===== src/rtl/flick_conditioner.sv =====
// -----------------------------------------------------------------------------
// flick_conditioner
//
// Front end of the bound-flasher LED sequencer. Turns the raw, asynchronous,
// bouncing flick push-button into clean control in the clk domain. It also
// paces the sequencer with a free-running step clock-enable.
//
// Ports
//   clk          in   system clock, all state changes on the rising edge
//   rst_n        in   asynchronous, active-low reset
//   flick_raw    in   raw button, asynchronous to clk, may bounce
//   flick_level  out  debounced button level (registered)
//   flick_pulse  out  one-cycle strobe per accepted press (registered)
//   flick_req    out  sticky press request, held until consumed by one
//                     step_tick (registered)
//   step_tick    out  one-cycle clock-enable, every TICK_DIV cycles (registered)
//
// Parameters
//   DB_CYCLES    consecutive stable synchronised samples needed to accept a
//                press or a release (>= 2)
//   TICK_DIV     clk cycles per step_tick period (>= 2)
//
// Latency: a clean edge on flick_raw shows up on flick_level after
// DB_CYCLES+3 rising edges. The synchroniser accounts for 2 edges, leaving the
// wait state accounts for 1, and DB_CYCLES counted samples account for the rest.
// -----------------------------------------------------------------------------
module flick_conditioner #(
  parameter int DB_CYCLES = 4,
  parameter int TICK_DIV  = 8
) (
  input  logic clk,
  input  logic rst_n,
  input  logic flick_raw,
  output logic flick_level,
  output logic flick_pulse,
  output logic flick_req,
  output logic step_tick
);

  localparam int CNT_W = (DB_CYCLES > 1) ? $clog2(DB_CYCLES) : 1;
  localparam int TCK_W = (TICK_DIV > 1) ? $clog2(TICK_DIV) : 1;

  localparam logic [CNT_W-1:0] CNT_MAX = CNT_W'(DB_CYCLES - 1);
  localparam logic [TCK_W-1:0] TCK_MAX = TCK_W'(TICK_DIV - 1);

  typedef enum logic [1:0] {
    IDLE         = 2'd0,
    PRESS_WAIT   = 2'd1,
    PRESSED      = 2'd2,
    RELEASE_WAIT = 2'd3
  } state_t;

  logic             s1;
  logic             s2;
  state_t           state;
  logic [CNT_W-1:0] cnt;
  logic [TCK_W-1:0] tick_cnt;
  logic             press_accept;

  // ---- stage 0/1: two-flop synchroniser; only s2 is used downstream ----
  always_ff @(posedge clk or negedge rst_n) begin
    if (!rst_n) begin
      s1 <= 1'b0;
      s2 <= 1'b0;
    end else begin
      s1 <= flick_raw;
      s2 <= s1;
    end
  end

  // This edge accepts a press. flick_req reads it so that it can be set on
  // the same edge that raises flick_pulse.
  assign press_accept = (state == PRESS_WAIT) && s2 && (cnt == CNT_MAX);

  // ---- stage 2: debounce FSM with registered outputs ----
  // The counter restarts at 0 on every state change. Because it stops at
  // CNT_MAX (which triggers the exit), it never wraps.
  always_ff @(posedge clk or negedge rst_n) begin
    if (!rst_n) begin
      state       <= IDLE;
      cnt         <= '0;
      flick_level <= 1'b0;
      flick_pulse <= 1'b0;
      flick_req   <= 1'b0;
    end else begin
      flick_pulse <= 1'b0;

      case (state)
        IDLE: begin
          if (s2) begin
            state <= PRESS_WAIT;
            cnt   <= '0;
          end
        end

        PRESS_WAIT: begin
          if (!s2) begin
            // Bounce: the input fell before it had been stable long enough.
            state <= IDLE;
            cnt   <= '0;
          end else if (cnt == CNT_MAX) begin
            state       <= PRESSED;
            cnt         <= '0;
            flick_level <= 1'b1;
            flick_pulse <= 1'b1;
          end else begin
            cnt <= cnt + CNT_W'(1);
          end
        end

        PRESSED: begin
          if (!s2) begin
            state <= RELEASE_WAIT;
            cnt   <= '0;
          end
        end

        RELEASE_WAIT: begin
          if (s2) begin
            // Release glitch: go back to PRESSED quietly, with no new pulse.
            state <= PRESSED;
            cnt   <= '0;
          end else if (cnt == CNT_MAX) begin
            state       <= IDLE;
            cnt         <= '0;
            flick_level <= 1'b0;
          end else begin
            cnt <= cnt + CNT_W'(1);
          end
        end

        default: begin
          state       <= IDLE;
          cnt         <= '0;
          flick_level <= 1'b0;
        end
      endcase

      // Sticky request. A new press wins over consumption by a step, so a
      // press that lands on a consuming tick is not lost. A press that
      // arrives while a request is pending merges into that request.
      if (press_accept) begin
        flick_req <= 1'b1;
      end else if (step_tick && flick_req) begin
        flick_req <= 1'b0;
      end
    end
  end

  // ---- tick divider: free-running, step_tick follows each wrap edge ----
  always_ff @(posedge clk or negedge rst_n) begin
    if (!rst_n) begin
      tick_cnt  <= '0;
      step_tick <= 1'b0;
    end else begin
      if (tick_cnt == TCK_MAX) begin
        tick_cnt  <= '0;
        step_tick <= 1'b1;
      end else begin
        tick_cnt  <= tick_cnt + TCK_W'(1);
        step_tick <= 1'b0;
      end
    end
  end

endmodule


===== config.mk =====
export PLATFORM = sky130hd
export DESIGN_NAME = flick_conditioner
export DESIGN_NICKNAME = d
export VERILOG_FILES = /design/src/rtl/flick_conditioner.sv
export SDC_FILE = /design/constraint.sdc
export NUM_CORES = 1
export LEC_CHECK = 0
export ABC_AREA = 1
export CAP_MARGIN = 20
export CORE_UTILIZATION = 40
export CTS_CLUSTER_SIZE = 30
export DETAILED_ROUTE_END_ITERATION = 10
export GPL_TIMING_DRIVEN = 0
export PLACE_DENSITY = 0.57
export REMOVE_ABC_BUFFERS = 1
export SYNTH_ARGS = -nofsm -noshare
export SYNTH_HDL_FRONTEND = slang
export SYNTH_SLANG_ARGS = --single-unit
export TNS_END_PERCENT = 20

===== constraint.sdc =====
create_clock -name clk -period 1.3 [get_ports clk]
set_input_delay 0.325 -clock clk [delete_from_list [all_inputs] [get_ports clk]]
set_output_delay 0.325 -clock clk [all_outputs]
set_load 0.02 [all_outputs]

==> results.sh, run 1 <==
export IMPL_clock_tree_htree_level_count=1
export IMPL_worstPathRequired_ns=0.98
export IMPL_cts_tree="built"
export IMPL_crit_path_leading_delay_family="flip-flops"
export IMPL_place_inst=74
export IMPL_ys_seq_area_frac=0.592
export IMPL_layout_nets=72
export IMPL_cells_along_the_critical_path="clkdlybuf4s15_1"
export IMPL_cts_inserted_buffers=3
export IMPL_cp_start_kind="register"
export IMPL_grt_total_usage=0.130
export IMPL_rsz0062_at_grt="false"
export IMPL_antenna_found_initial=0
export IMPL_grt_pass1_wl_um=1220
export IMPL_timing_critical_path_buf_inv=1
export IMPL_lkg_pwr_nw=0.346
export IMPL_slew_headroom=0.614
export IMPL_max_cap_violations=0
export IMPL_top_layer_used="met4"
export IMPL_detail_route_wl_per_cell_um=10.2
export IMPL_synth_seq_cells=13
export IMPL_run_status="finished clean"
export IMPL_cts_path_max_buffers=2
export IMPL_insertion_delay_ns=0.27
export IMPL_skew_ns=0.00154
export IMPL_tightest_slew_ns=0.578
export IMPL_diode_insertion_count_for_antenna_repair=0
export IMPL_cp_end_kind="primary output"
export IMPL_io_pins=7
export IMPL_category_of_the_critical_setup_timing_path="reg -> out"
export IMPL_port_buffer_count=6
export IMPL_chipWidth_um=39.1
export IMPL_n_fill_cell=116
export IMPL_post_route_util=0.542
export IMPL_worst_r2r_startpoint="cnt[0]$_DFFE_PN0P_"
export IMPL_met2_wirelength_from_detailed_routing_um=324
export IMPL_layout_worst_path_cycle_share=0.960
export IMPL_hold_violations=0
export IMPL_die_y_um=39.1
export IMPL_synth_area_leaders="sky130_fd_sc_hd__dfrtp_1, sky130_fd_sc_hd__ha_1, sky130_fd_sc_hd__nand2_1"
export IMPL_worst_hold_startpoint="s1$_DFF_PN0_"
export IMPL_number_of_hold_buffers_added_after_cts=0
export IMPL_gp_congestion=0.738
export IMPL_cts_root_buffer="sky130_fd_sc_hd__clkbuf_4"
export IMPL_remaining_routing_drc_violations=0
export IMPL_final_common_cell="sky130_fd_sc_hd__dfrtp_1"
export IMPL_clkSinkCount=13
export IMPL_fp_coreArea_sq_um=1190
export IMPL_mappedNetlistArea_sq_um=549
export IMPL_synth_cells=54
export IMPL_detail_route_antenna_nets=0
export IMPL_first_pass_iters=4
export IMPL_finalCriticalPeriod_ns=1.25
export IMPL_route_vias_total=369
export IMPL_layout_drive_gt1_share=0.203
export IMPL_worstSetupStartpoint="step_tick$_DFF_PN0_"
export IMPL_yosys_warnings=0
export IMPL_detailroute_wirelength_met3_um=56
export IMPL_setup_viol_count_final=0
export IMPL_synth_largest_type_area_fraction=0.592
export IMPL_finalWirelength_um=798
export IMPL_synth_top_area_cell="sky130_fd_sc_hd__dfrtp_1"
export IMPL_hpwl_um=587
export IMPL_route_layer_met1_wl_um=406
export IMPL_design_power_total_mw=1.11
export IMPL_worst_path_largest_cell_delay_ns=0.38
export IMPL_ys_types=13
export IMPL_finalMaxSlewViolations=0
export IMPL_first_global_vias=303
export IMPL_hold_class="reg -> reg"
export IMPL_pin_count_of_the_biggest_net_entering_global_routing=14
export IMPL_ir_drop_v=0.00101
export IMPL_cpMaxStageDelayCell="sky130_fd_sc_hd__dfrtp_1"
export IMPL_fin_tns_setup_ns=0
export IMPL_initial_utilization=0.463
export IMPL_fmax_mhz=801
export IMPL_worstPathMaxFanout=2
export IMPL_cellPowerDensity_nw_per_um2=1730
export IMPL_syn2layout_area_growth_pct=17.1
export IMPL_layout_common_cells="sky130_fd_sc_hd__dfrtp_1, sky130_fd_sc_hd__nand2_1, sky130_fd_sc_hd__inv_1"
export IMPL_post_drt_via_cell_ratio=4.73
export IMPL_drt_first_iter_violations=7
export IMPL_postSynthAreaPerCell_sq_um=10.2
export IMPL_grt_overflow_total=0
export IMPL_final_cell_count_no_fill=78
export IMPL_die_area_sq_um=1530
export IMPL_clkSlewWorstSetupHoldPaths_ns=0.07
export IMPL_floorplan_rows=12
export IMPL_worst_ep_arrival_time_ns=0.92
-- path summary, 6_finish.rpt --
kind,to,slack [ns],cells past startpoint
min reg2reg,s2$_DFF_PN0_,0.36,0
max reg2reg,register,0.17,7
min,s2$_DFF_PN0_,0.36,0
min in group asynchronous,cnt[1]$_DFFE_PN0P_,0.42,1
max in group asynchronous,flick_req$_DFFE_PN0P_,0.50,1
max,step_tick,0.05,1
-- cells by family after synthesis --
family,synth area share
buffers and inverters,0.0683
adders and majority gates,0.0911
AOI/OAI and AO/OA,0.0296
and+or+nand+nor,0.219
DFF,0.592
-- registers in the layout (all words and copies together) (netlist names), named ones only --
register and count:
cnt 2, flick_level 1, flick_pulse 1, flick_req 1
s1 1, s2 1, state 1, step_tick 1
tick_cnt 3
-- per-stage QoR --
| stage | setup WS, ns | area [sq um] | hold slack (ns) |
|---|---|---|---|
| global route | 0.00817 | 643 | 0.366 |
| global placement | 0.0474 | 627 | 0.335 |
| detailed placement | 0.0465 | 627 | 0.340 |
| CTS | 0.00391 | 651 | 0.363 |
| finish | 0.0515 | 643 | 0.359 |
| floorplan | 0.246 | 549 | 0.0294 |
-- cells in the mapped netlist --
| cell | instances |
|---|---|
| sky130_fd_sc_hd__nor2_2 | 2 |
| sky130_fd_sc_hd__ha_1 | 4 |
| sky130_fd_sc_hd__nand3_2 | 2 |
| sky130_fd_sc_hd__nand2_2 | 1 |
| sky130_fd_sc_hd__nand3_1 | 2 |
| sky130_fd_sc_hd__inv_1 | 7 |
| sky130_fd_sc_hd__inv_2 | 3 |
| sky130_fd_sc_hd__nor2_1 | 4 |
| sky130_fd_sc_hd__dfrtp_1 | 13 |
| sky130_fd_sc_hd__nand2_1 | 10 |
| sky130_fd_sc_hd__nand4_1 | 3 |
| sky130_fd_sc_hd__o22ai_1 | 1 |
| sky130_fd_sc_hd__o21ai_1 | 2 |
-- layout make-up --
class | count | area [sq um] | share of cell area
Sequential cell | 13 | 325 | 0.506
Multi-Input combinational cell | 31 | 186 | 0.290
Timing Repair Buffer | 6 | 50.0 | 0.0778
Inverter | 10 | 37.5 | 0.0584
Clock buffer | 4 | 26.3 | 0.0409
Tap cell | 14 | 17.5 | 0.0272
-- what timing repair did --
item,CTS,global route
resized for setup,6,4
setup endpoints to repair,4,4
setup buffers,0,0
-- power breakdown --
| group | internal [mW] | switching, mW | total, mW |
|---|---|---|---|
| Combinational | 0.120 | 0.185 | 0.304 |
| Sequential | 0.478 | 0.0882 | 0.566 |
| Clock | 0.119 | 0.121 | 0.239 |
-- layer usage --
metal	vias to the layer above	global-route usage
met5	-	0
li1	190	-
met4	0	0.103
met2	14	0.171
met1	163	0.164
met3	2	0.0520
No activity file was read; power rests on OpenSTA's default activity.
==> run 2: changes to the inputs <==
Settings changed: CAP_MARGIN 20 to unset, HOLD_SLACK_MARGIN set to 0.02.
==> results of run 2 <==
The final DEF is identical to that of run 1; final timing and power are the same.
==> run 3: changes to the inputs <==
Settings changed: SLEW_MARGIN set to 20.
==> results of run 3 <==
The final DEF is identical to that of run 1; final timing and power are the same.
